`src/rtl/serial_addsub_ctrl.sv`:
```
`default_nettype none
// ============================================================================
// Module   : serial_addsub_ctrl
// Purpose  : Bit-serial sequencer around one external 1-bit full
//            adder/subtractor cell. It latches two N-bit operands and an
//            add/subtract command, then feeds the cell one bit per clock,
//            LSB first, holding the ripple carry/borrow in a register. When
//            the MSB has been processed it loads the result and the status
//            flags and pulses done for one cycle.
// Ports    : clk, rst_n            clock, asynchronous active-low reset
//            start, add_ns         command request, 1 = add / 0 = subtract
//            op_a, op_b            N-bit operands, latched with start
//            abort                 cancel, honoured only while running
//            fa_a/fa_b/fa_cin/     drive the bit cell's a, b, cin, a_ns
//            fa_a_ns
//            fa_s, fa_cout         bit cell's sum and carry/borrow
//            busy, done            running flag, one-cycle completion pulse
//            result, carry, ovf,   final N-bit value, carry/borrow,
//            zero                  two's-complement overflow, result == 0
// Revision : 1.0 - initial release
// ============================================================================
module serial_addsub_ctrl #(
    parameter int N = 8
) (
    input  logic         clk,
    input  logic         rst_n,
    input  logic         start,
    input  logic         add_ns,
    input  logic [N-1:0] op_a,
    input  logic [N-1:0] op_b,
    input  logic         abort,
    output logic         fa_a,
    output logic         fa_b,
    output logic         fa_cin,
    output logic         fa_a_ns,
    input  logic         fa_s,
    input  logic         fa_cout,
    output logic         busy,
    output logic         done,
    output logic [N-1:0] result,
    output logic         carry,
    output logic         ovf,
    output logic         zero
);

    localparam int         CW     = (N > 1) ? $clog2(N) : 1;
    localparam logic [CW-1:0] C_LAST = CW'(N - 1);

    localparam logic [1:0] S_IDLE = 2'd0;
    localparam logic [1:0] S_RUN  = 2'd1;
    localparam logic [1:0] S_DONE = 2'd2;

    logic [1:0]    r_state;
    logic [N-1:0]  r_a_sh;
    logic [N-1:0]  r_b_sh;
    logic          r_op_q;
    logic          r_carry_q;
    logic [CW-1:0] r_cnt;
    logic          r_busy;
    logic          r_done;
    logic [N-1:0]  r_result;
    logic          r_carry;
    logic          r_ovf;
    logic          r_zero;

    logic          w_run;
    logic          w_load;
    logic          w_shift;
    logic [N-1:0]  w_a_next;
    logic [N-1:0]  w_b_next;
    logic [N-1:0]  w_res_full;
    logic          w_ovf;

    assign w_run   = (r_state == S_RUN);
    assign w_load  = (r_state == S_IDLE) && start;
    assign w_shift = w_run && !abort;

    // Cell drive: the current bit sits at position 0 of each shift register.
    // Outside RUN the cell sees a quiet add of zeros.
    assign fa_a    = w_run & r_a_sh[0];
    assign fa_b    = w_run & r_b_sh[0];
    assign fa_cin  = w_run & r_carry_q;
    assign fa_a_ns = w_run ? r_op_q : 1'b1;

    // The partial result holds only the N-1 bits captured so far; the bit
    // coming out of the cell this cycle completes the word.
    generate
        if (N > 1) begin : g_wide
            logic [N-2:0] r_part;

            always_ff @(posedge clk or negedge rst_n) begin
                if (!rst_n) begin
                    r_part <= '0;
                end else if (w_load) begin
                    r_part <= '0;
                end else if (w_shift) begin
                    r_part <= w_res_full[N-1:1];
                end
            end

            assign w_res_full = {fa_s, r_part};
            assign w_a_next   = {1'b0, r_a_sh[N-1:1]};
            assign w_b_next   = {1'b0, r_b_sh[N-1:1]};
        end else begin : g_narrow
            assign w_res_full = fa_s;
            assign w_a_next   = 1'b0;
            assign w_b_next   = 1'b0;
        end
    endgenerate

    // On the final bit the shift registers' bit 0 still holds the operand
    // MSBs, so overflow is judged from the live cell inputs and output.
    assign w_ovf = r_op_q ? ((r_a_sh[0] == r_b_sh[0]) && (fa_s != r_a_sh[0]))
                          : ((r_a_sh[0] != r_b_sh[0]) && (fa_s != r_a_sh[0]));

    always_ff @(posedge clk or negedge rst_n) begin
        if (!rst_n) begin
            r_state   <= S_IDLE;
            r_a_sh    <= '0;
            r_b_sh    <= '0;
            r_op_q    <= 1'b0;
            r_carry_q <= 1'b0;
            r_cnt     <= '0;
            r_busy    <= 1'b0;
            r_done    <= 1'b0;
            r_result  <= '0;
            r_carry   <= 1'b0;
            r_ovf     <= 1'b0;
            r_zero    <= 1'b0;
        end else begin
            case (r_state)
                S_IDLE: begin
                    r_done <= 1'b0;
                    if (start) begin
                        r_a_sh    <= op_a;
                        r_b_sh    <= op_b;
                        r_op_q    <= add_ns;
                        r_carry_q <= 1'b0;
                        r_cnt     <= '0;
                        r_busy    <= 1'b1;
                        r_state   <= S_RUN;
                    end
                end
                S_RUN: begin
                    if (abort) begin
                        // Cancel wins over the final-bit capture; status
                        // outputs keep the previous completion's values.
                        r_busy  <= 1'b0;
                        r_state <= S_IDLE;
                    end else begin
                        r_carry_q <= fa_cout;
                        r_a_sh    <= w_a_next;
                        r_b_sh    <= w_b_next;
                        r_cnt     <= r_cnt + CW'(1);
                        if (r_cnt == C_LAST) begin
                            r_result <= w_res_full;
                            r_carry  <= fa_cout;
                            r_zero   <= (w_res_full == '0);
                            r_ovf    <= w_ovf;
                            r_busy   <= 1'b0;
                            r_done   <= 1'b1;
                            r_state  <= S_DONE;
                        end
                    end
                end
                S_DONE: begin
                    r_done  <= 1'b0;
                    r_state <= S_IDLE;
                end
                default: begin
                    r_busy  <= 1'b0;
                    r_done  <= 1'b0;
                    r_state <= S_IDLE;
                end
            endcase
        end
    end

    assign busy   = r_busy;
    assign done   = r_done;
    assign result = r_result;
    assign carry  = r_carry;
    assign ovf    = r_ovf;
    assign zero   = r_zero;

endmodule
`default_nettype wire

```
`config.mk`:
```
export PLATFORM = sky130hd
export DESIGN_NAME = serial_addsub_ctrl
export DESIGN_NICKNAME = d
export VERILOG_FILES = /design/src/rtl/serial_addsub_ctrl.sv
export SDC_FILE = /design/constraint.sdc
export NUM_CORES = 1
export LEC_CHECK = 0
export ABC_AREA = 1
export BUFFER_PORTS_ARGS = -buffer_cell sky130_fd_sc_hd__buf_2
export CAP_MARGIN = 20
export CORE_ASPECT_RATIO = 1.2
export CORE_MARGIN = 3
export CORE_UTILIZATION = 25
export CTS_CLUSTER_SIZE = 20
export DETAILED_ROUTE_END_ITERATION = 10
export MAX_ROUTING_LAYER = met4
export PLACE_DENSITY_LB_ADDON = 0.1
export SYNTH_ARGS = -nofsm -noshare
export SYNTH_HDL_FRONTEND = slang
export SYNTH_SLANG_ARGS = --single-unit
```
`constraint.sdc`:
```
create_clock -name clk -period 3.4 [get_ports clk]
set_input_delay 0.51 -clock clk [delete_from_list [all_inputs] [get_ports clk]]
set_output_delay 0.51 -clock clk [all_outputs]
set_load 0.05 [all_outputs]
```
==> flow_summary_export.csv, run 1 <==
group,metric,value,unit
status,status,"completed",
critical_path,cp.arrival,1540,ps
synthesis,synth_area_leader_cell,"dfrtp_1",
detailed_routing,wirelength,4200,um
timing,hold_violations,0,
floorplan,dieArea,8920,sq um
critical_path,critPathKind,"flop to output pin",
synthesis,postSynthAreaPerCell,8.81,sq um
run,maxCapViolCount,0,
floorplan,rows,34,
global_routing,grt_start_max_net_pins,44,
detailed_routing,via_per_inst,4.21,
min_path,hold_class,"primary input to asynchronous set/reset pin",
floorplan,start_util,26.3,%
synthesis,async_reset_ff_share,100,%
detailed_routing,drtIter0Drc,67,
global_routing,antenna_found_initial,0,
detailed_routing,drc_errors,0,
detailed_routing,ant_nets,0,
floorplan,die_w,86.7,um
timing,skew,2.95,ps
clocking,h-tree-depth,2,
critical_path,max_stage_delay,440,ps
global_routing,grt_usage,10.9,%
synthesis,yosysTopAreaCellShare,55.0,%
clocking,cts_buffer_depth,2,
synthesis,synth_flop_cell,"dfrtp_1",
critical_path,path_max_fanout,11,
clocking,cts_made_buffers,5,
timing,tightest_slew,478,ps
timing,rsz0062_at_grt,"no",
timing,whs,154,ps
synthesis,synthTopCellsByArea,"dfrtp_1, nand2_1, inv_1",
cells_and_area,layout-drive-gt1-share,24.0,%
placement,dpl.hpwl,2940,um
critical_path,crit_chain,"nand2_1 -> inv_1 -> nand2_1 -> buf_2",
critical_path,crit_path_end_kind,"output pin",
synthesis,yosysSeqAreaShare,55.0,%
synthesis,synth_cells,222,
cells_and_area,antennaDiodeCount,0,
synthesis,synth_nets,247,
power,powerDensity,561,nW/um^2
synthesis,yosysWarnings,0,
detailed_routing,num_vias,1483,
timing,slew_headroom,68.0,%
clocking,post-cts-setup-buffers,0,
placement,io_buffer_count,39,
floorplan,core_area,7440,sq um
global_routing,gr-total-overflow,0,
timing,setup_viol,0,
power,ir_worst_vdd,0.000228,V
synthesis,syn_area,1960,sq um
cells_and_area,final_cells,352,
clocking,clkSinkCount,43,
placement,place_inst,343,
detailed_routing,first_pass_iters,4,
placement,gp_congestion,0.731,
timing,finalCriticalPeriod,2050,ps
clocking,clock_latency,290,ps
timing,fmax,487,MHz
floorplan,pin_count,40,
floorplan,die_h,103,um
global_routing,grt_pass1_vias,1557,
synthesis,synth-seq-cells,43,
detailed_routing,wl_per_cell,11.9,um
clocking,cts_tree,"done",
synthesis,synth_cell_types,20,
critical_path,critical-path-slowest-cell,"dfrtp_1",
critical_path,startpoint_type,"flop",
clocking,hold_buffers,0,
clocking,cts_resized,0,
critical_path,required,2890,ps
critical_path,cp_common_cell,"nand2_1",
clocking,root_buffer,"clkbuf_8",
timing,finalCritPeriodShare,60.4,%
timing,maxSlewViolCount,0,
power,power_leakage,0.00120,uW
cells_and_area,fill_cells,810,
clocking,clkTransAtPathRegs,80,ps
cells_and_area,nNetsFinal,286,
timing,tns,0,ps
cells_and_area,syn_to_final_growth,18.7,%
synthesis,synth_edf_count,0,
global_routing,grt_pass1_wl,7350,um
[state kept, by name, summed over array words and instances (netlist names), 2 cells and up]
name	cells
r_b_sh	8
r_a_sh	8
r_state	2
g_wide.r_part	7
r_cnt	3
result	8
[cells in the mapped netlist (2+ instances only)]
library cell / count
nand2_4: 2
nor2_1: 7
nor2_2: 2
buf_6: 3
o21ai_2: 8
nand2_1: 60
o21ai_0: 16
inv_1: 32
ha_1: 2
dfrtp_1: 43
buf_2: 4
buf_4: 2
nand3_1: 10
nand4_1: 2
o22ai_1: 3
o21ai_1: 22
[through the flow]
stage	total power [uW]	area, sq um	utilization (%)	setup WS [ps]
6_report	1300	2320	31.2	1350
5_1_grt	1410	2320	31.2	1230
4_1_cts	1330	2300	30.9	1310
3_5_place_dp	966	2200	29.6	1640
3_3_place_gp	965	2200	29.6	1660
2_1_floorplan	882	1960	-	1500
[layout by cell type (no fill, tap or decap)]
cell,instances
a21oi_1,1
buf_2,39
clkbuf_8,7
inv_1,32
nand2_1,60
nand2_4,2
nor2_2,2
inv_4,1
dfrtp_1,43
o21ai_2,8
nand4_1,2
nand3b_4,1
buf_12,1
ha_1,2
o22ai_1,3
nor2_1,7
clkbuf_1,1
o21ai_1,22
buf_4,1
nand3_1,10
nand2_2,1
o21ai_0,16
[cell type report]
class	instances	area, sq um	area share (%)
Sequential cell	43	1080	46.3
Multi-Input combinational cell	137	684	29.5
Timing Repair Buffer	41	223	9.59
Inverter	33	126	5.44
Tap cell	90	113	4.85
Clock buffer	8	100	4.31
[layer usage]
layer / vias to the layer above / part of all wire, % / GRT usage [%]
met1: 667 / 47 / 13.0
met3: 9 / 5.2 / 2.88
met4: 0 / 1.2 / 3.60
met2: 31 / 47 / 18.0
met5: - / 0 / -
li1: 776 / - / -
[final timing paths]
| path | slack, ps | startpoint | endpoint | depth (start not counted) |
|---|---|---|---|---|
| setup / recovery | 1350 | r_state[0]$_DFFE_PN0P_ | fa_a_ns | 4 |
| hold / removal | 150 | rst_n | result[2]$_DFFE_PN0P_ | 1 |
| setup reg to reg | 1820 | r_state[0]$_DFFE_PN0P_ | r_cnt[0]$_DFFE_PN0P_ | 6 |
| hold reg to reg | 470 | busy$_DFFE_PN0P_ | busy$_DFFE_PN0P_ | 2 |
| max in group asynchronous | 2760 | rst_n | r_b_sh[1]$_DFFE_PN0P_ | 2 |
| min in group clk | 440 | fa_cout | carry$_DFFE_PN0P_ | 3 |
[logic make-up (layout without fill, tap and decap cells)]
kind of cell	Yosys count	count (layout)	synth area share (%)
buffers and inverters	42	82	9.98
AOI/OAI and AO/OA	50	50	14.5
adders and majority gates	2	2	1.28
and+or+nand+nor	85	85	19.2
DFF	43	43	55.0
[where the power goes]
group          switching, uW  total (uW)  internal, uW
clock                    169         354           185
combinational            227         323          97.0
sequential              31.0         626           595
[worst max-delay path: cells and delay by family (launching register included)]
kind          cells  cell delay, ps
simple gates      2             400
flops             1             440
buf+inv           2             410
Power figures use the tool's default switching activity.
==> run 2: changes to the inputs <==
- ABC_AREA: 1 -> 0
- clock period: 3.4 -> 1.9 ns (I/O delays scaled with it)
==> run 2 against run 1 <==
Net effect: clock skew rose by 2.9 ps; highest routed layer unchanged; setup slack got worse by 1200 ps; critical path depth unchanged; cell area is 2.0% higher; via count is 0.81% lower; critical endpoint is now fa_a; die area decreased by 2.3%; combinational power grew to 2.6 times the previous value; synthesized cell count decreased by 18%; routed wire length up 7.0%.
==> flow_summary_export.csv, run 2 <==
group,metric,value,unit
synthesis,syn_area,1910,sq um
synthesis,synth_nets,207,
power,seqPwrFrac,46.0,%
synthesis,synth_common_cells,"nand2_1, dfrtp_1, a31oi_1, nor3_1, mux2_2",
critical_path,crit_path_end_kind,"output pin",
synthesis,synth_most_common_cell,"nand2_1",
synthesis,yosysSeqAreaShare,56.4,%
cells_and_area,final_cell_mix,"nand2_1, dfrtp_1, buf_2, nor3_1, a31oi_1",
timing,finalCritPeriodShare,94.5,%
clocking,clock_latency,290,ps
clocking,root_buffer,"clkbuf_8",
synthesis,synthTopCellsByArea,"dfrtp_1, nand2_1, mux2_2",
cells_and_area,layout-drive-gt1-share,32.5,%
floorplan,core_area,7320,sq um
global_routing,grt_usage,11.2,%
critical_path,r2r_start,"r_cnt[0]$_DFFE_PN0P_",
synthesis,synth-seq-cells,43,
synthesis,yosysTopAreaCellShare,56.4,%
critical_path,startpoint_type,"flop",
timing,whs,213,ps
floorplan,die_w,85.7,um
placement,gp_congestion,0.705,
power,ir_worst_vdd,0.000404,V
detailed_routing,drc_errors,0,
synthesis,async_reset_ff_share,100,%
floorplan,rows,34,
clocking,cts_buffer_depth,2,
synthesis,synth_flop_cell,"dfrtp_1",
min_path,holdPathStages,2,
detailed_routing,wirelength,4500,um
power,switchingPower,934,uW
power,p_sw_share,34.2,%
floorplan,die_h,102,um
timing,tightest_slew,456,ps
timing,rsz0062_at_grt,"no",
power,pwr-share-comb,30.4,%
detailed_routing,num_vias,1471,
critical_path,worst_r2r_path_depth,5,
synthesis,yosysWarnings,0,
detailed_routing,via_per_inst,4.63,
cells_and_area,final_common_cell,"nand2_1",
power,clkPwrFrac,23.6,%
status,status,"completed",
timing,tns,0,ps
cells_and_area,fill_cells,786,
placement,dpl.hpwl,3150,um
clocking,cts_tree,"done",
floorplan,start_util,26.1,%
critical_path,critPathKind,"flop to output pin",
synthesis,postSynthAreaPerCell,10.5,sq um
cells_and_area,nNetsFinal,252,
critical_path,path_max_fanout,18,
timing,skew,5.88,ps
detailed_routing,ant_nets,0,
detailed_routing,first_pass_iters,4,
global_routing,gr-total-overflow,0,
placement,io_buffer_count,39,
synthesis,synth_cell_types,30,
timing,hold_violations,0,
timing,finalCriticalPeriod,1800,ps
critical_path,timing.rr.end,"result[6]$_DFFE_PN0P_",
timing,slew_headroom,69.6,%
min_path,hold_class,"primary input to flop",
clocking,post-cts-setup-buffers,0,
floorplan,dieArea,8720,sq um
clocking,clkTransAtPathRegs,80,ps
cells_and_area,seqCellArea,1080,sq um
global_routing,antenna_found_initial,0,
min_path,worstHoldStart,"op_b[7]",
run,maxCapViolCount,0,
cells_and_area,syn_to_final_growth,24.2,%
timing,setup_viol,0,
clocking,cts_made_buffers,5,
detailed_routing,drtIter0Drc,61,
synthesis,synth_area_leader_cell,"dfrtp_1",
timing,fmax,557,MHz
critical_path,rrSetupSlack,290,ps
synthesis,synth_cells,182,
clocking,clkSinkCount,43,
timing,maxSlewViolCount,0,
floorplan,pin_count,40,
critical_path,cp.arrival,1510,ps
cells_and_area,multi_input_area,756,sq um
critical_path,cp-startpoint,"r_state[0]$_DFFE_PN0P_",
synthesis,synth_edf_count,0,
min_path,whs_endpoint,"r_b_sh[7]$_DFFE_PN0P_",
critical_path,required,1620,ps
clocking,h-tree-depth,2,
global_routing,grt_start_max_net_pins,27,
detailed_routing,wl_per_cell,14.1,um
power,power_leakage,0.00115,uW
power,p_int,1800,uW
global_routing,grt_pass1_wl,7520,um
global_routing,grt_pass1_vias,1463,
cells_and_area,antennaDiodeCount,0,
power,powerDensity,1150,nW/um^2
[run 2: worst max-delay path by stage]
stage               depth (start not counted)   end
finish                                      4  fa_a
floorplan                                   3  fa_a
global placement                            4  fa_a
detailed placement                          4  fa_a
global route                                4  fa_a
CTS                                         4  fa_b
[run 2: area by class of cell]
type,instances,area share [%]
sequential,43,45.5
multi-input combinational,124,31.9
timing repair buffer,50,13.1
tap,90,4.75
clock buffer,8,4.23
inverter,3,0.475
[run 2: worst max-delay path, stage by stage, from the launching register on]
cell and delay (ps):
dfrtp_2 440, nor2b_2 240, buf_12 170, and2_1 160, buf_4 200
[run 2: what timing repair did]
action,CTS,global route
hold buffers,1,0
hold endpoints to repair,17,0
pin swaps,0,0
endpoints found under the setup margin,3,2
resized for setup,3,2
[run 2: cell families (layout without fill, tap and decap cells)]
| kind of cell | Yosys count | count (layout) | synth area share [%] |
|---|---|---|---|
| AO/OA/AOI/OAI | 32 | 32 | 11.0 |
| XOR/XNOR | 1 | 1 | 0.459 |
| adder cells (fa/ha/maj) | 2 | 2 | 1.31 |
| buffers and inverters | 15 | 61 | 4.07 |
| flip-flops | 43 | 43 | 56.4 |
| multiplexers | 11 | 11 | 6.43 |
| AND/OR/NAND/NOR | 78 | 78 | 20.3 |
[run 2: through the flow]
stage                     cell area [sq um]  total power (uW)  std cells  worst slack, ps  util (%)
after detailed placement               2250              2120        309              228      30.7
final                                  2370              2730        318              104      32.4
after floorplan                        1910              1860        182              235         -
after global routing                   2370              2910        318             26.8      32.4
after CTS                              2360              2780        318             34.3      32.3
after global placement                 2250              2110        309              239      30.7
[run 2: power by group through the flow]
stage	Sequential (uW)	Clock [uW]	Combinational, uW
2_1_floorplan	1330	0	526
3_3_place_gp	1270	0	838
3_5_place_dp	1280	0	840
4_1_cts	1260	670	849
5_1_grt	1290	702	922
6_report	1260	644	831
[run 2: layer usage]
metal  global-route usage [%]  vias to the layer above  wire (um)
met5                        -                        -          0
met4                     3.65                        0         63
met3                     2.52                        6        198
met2                     17.4                       30       2090
met1                     14.6                      715       2150
li1                         -                      720          -
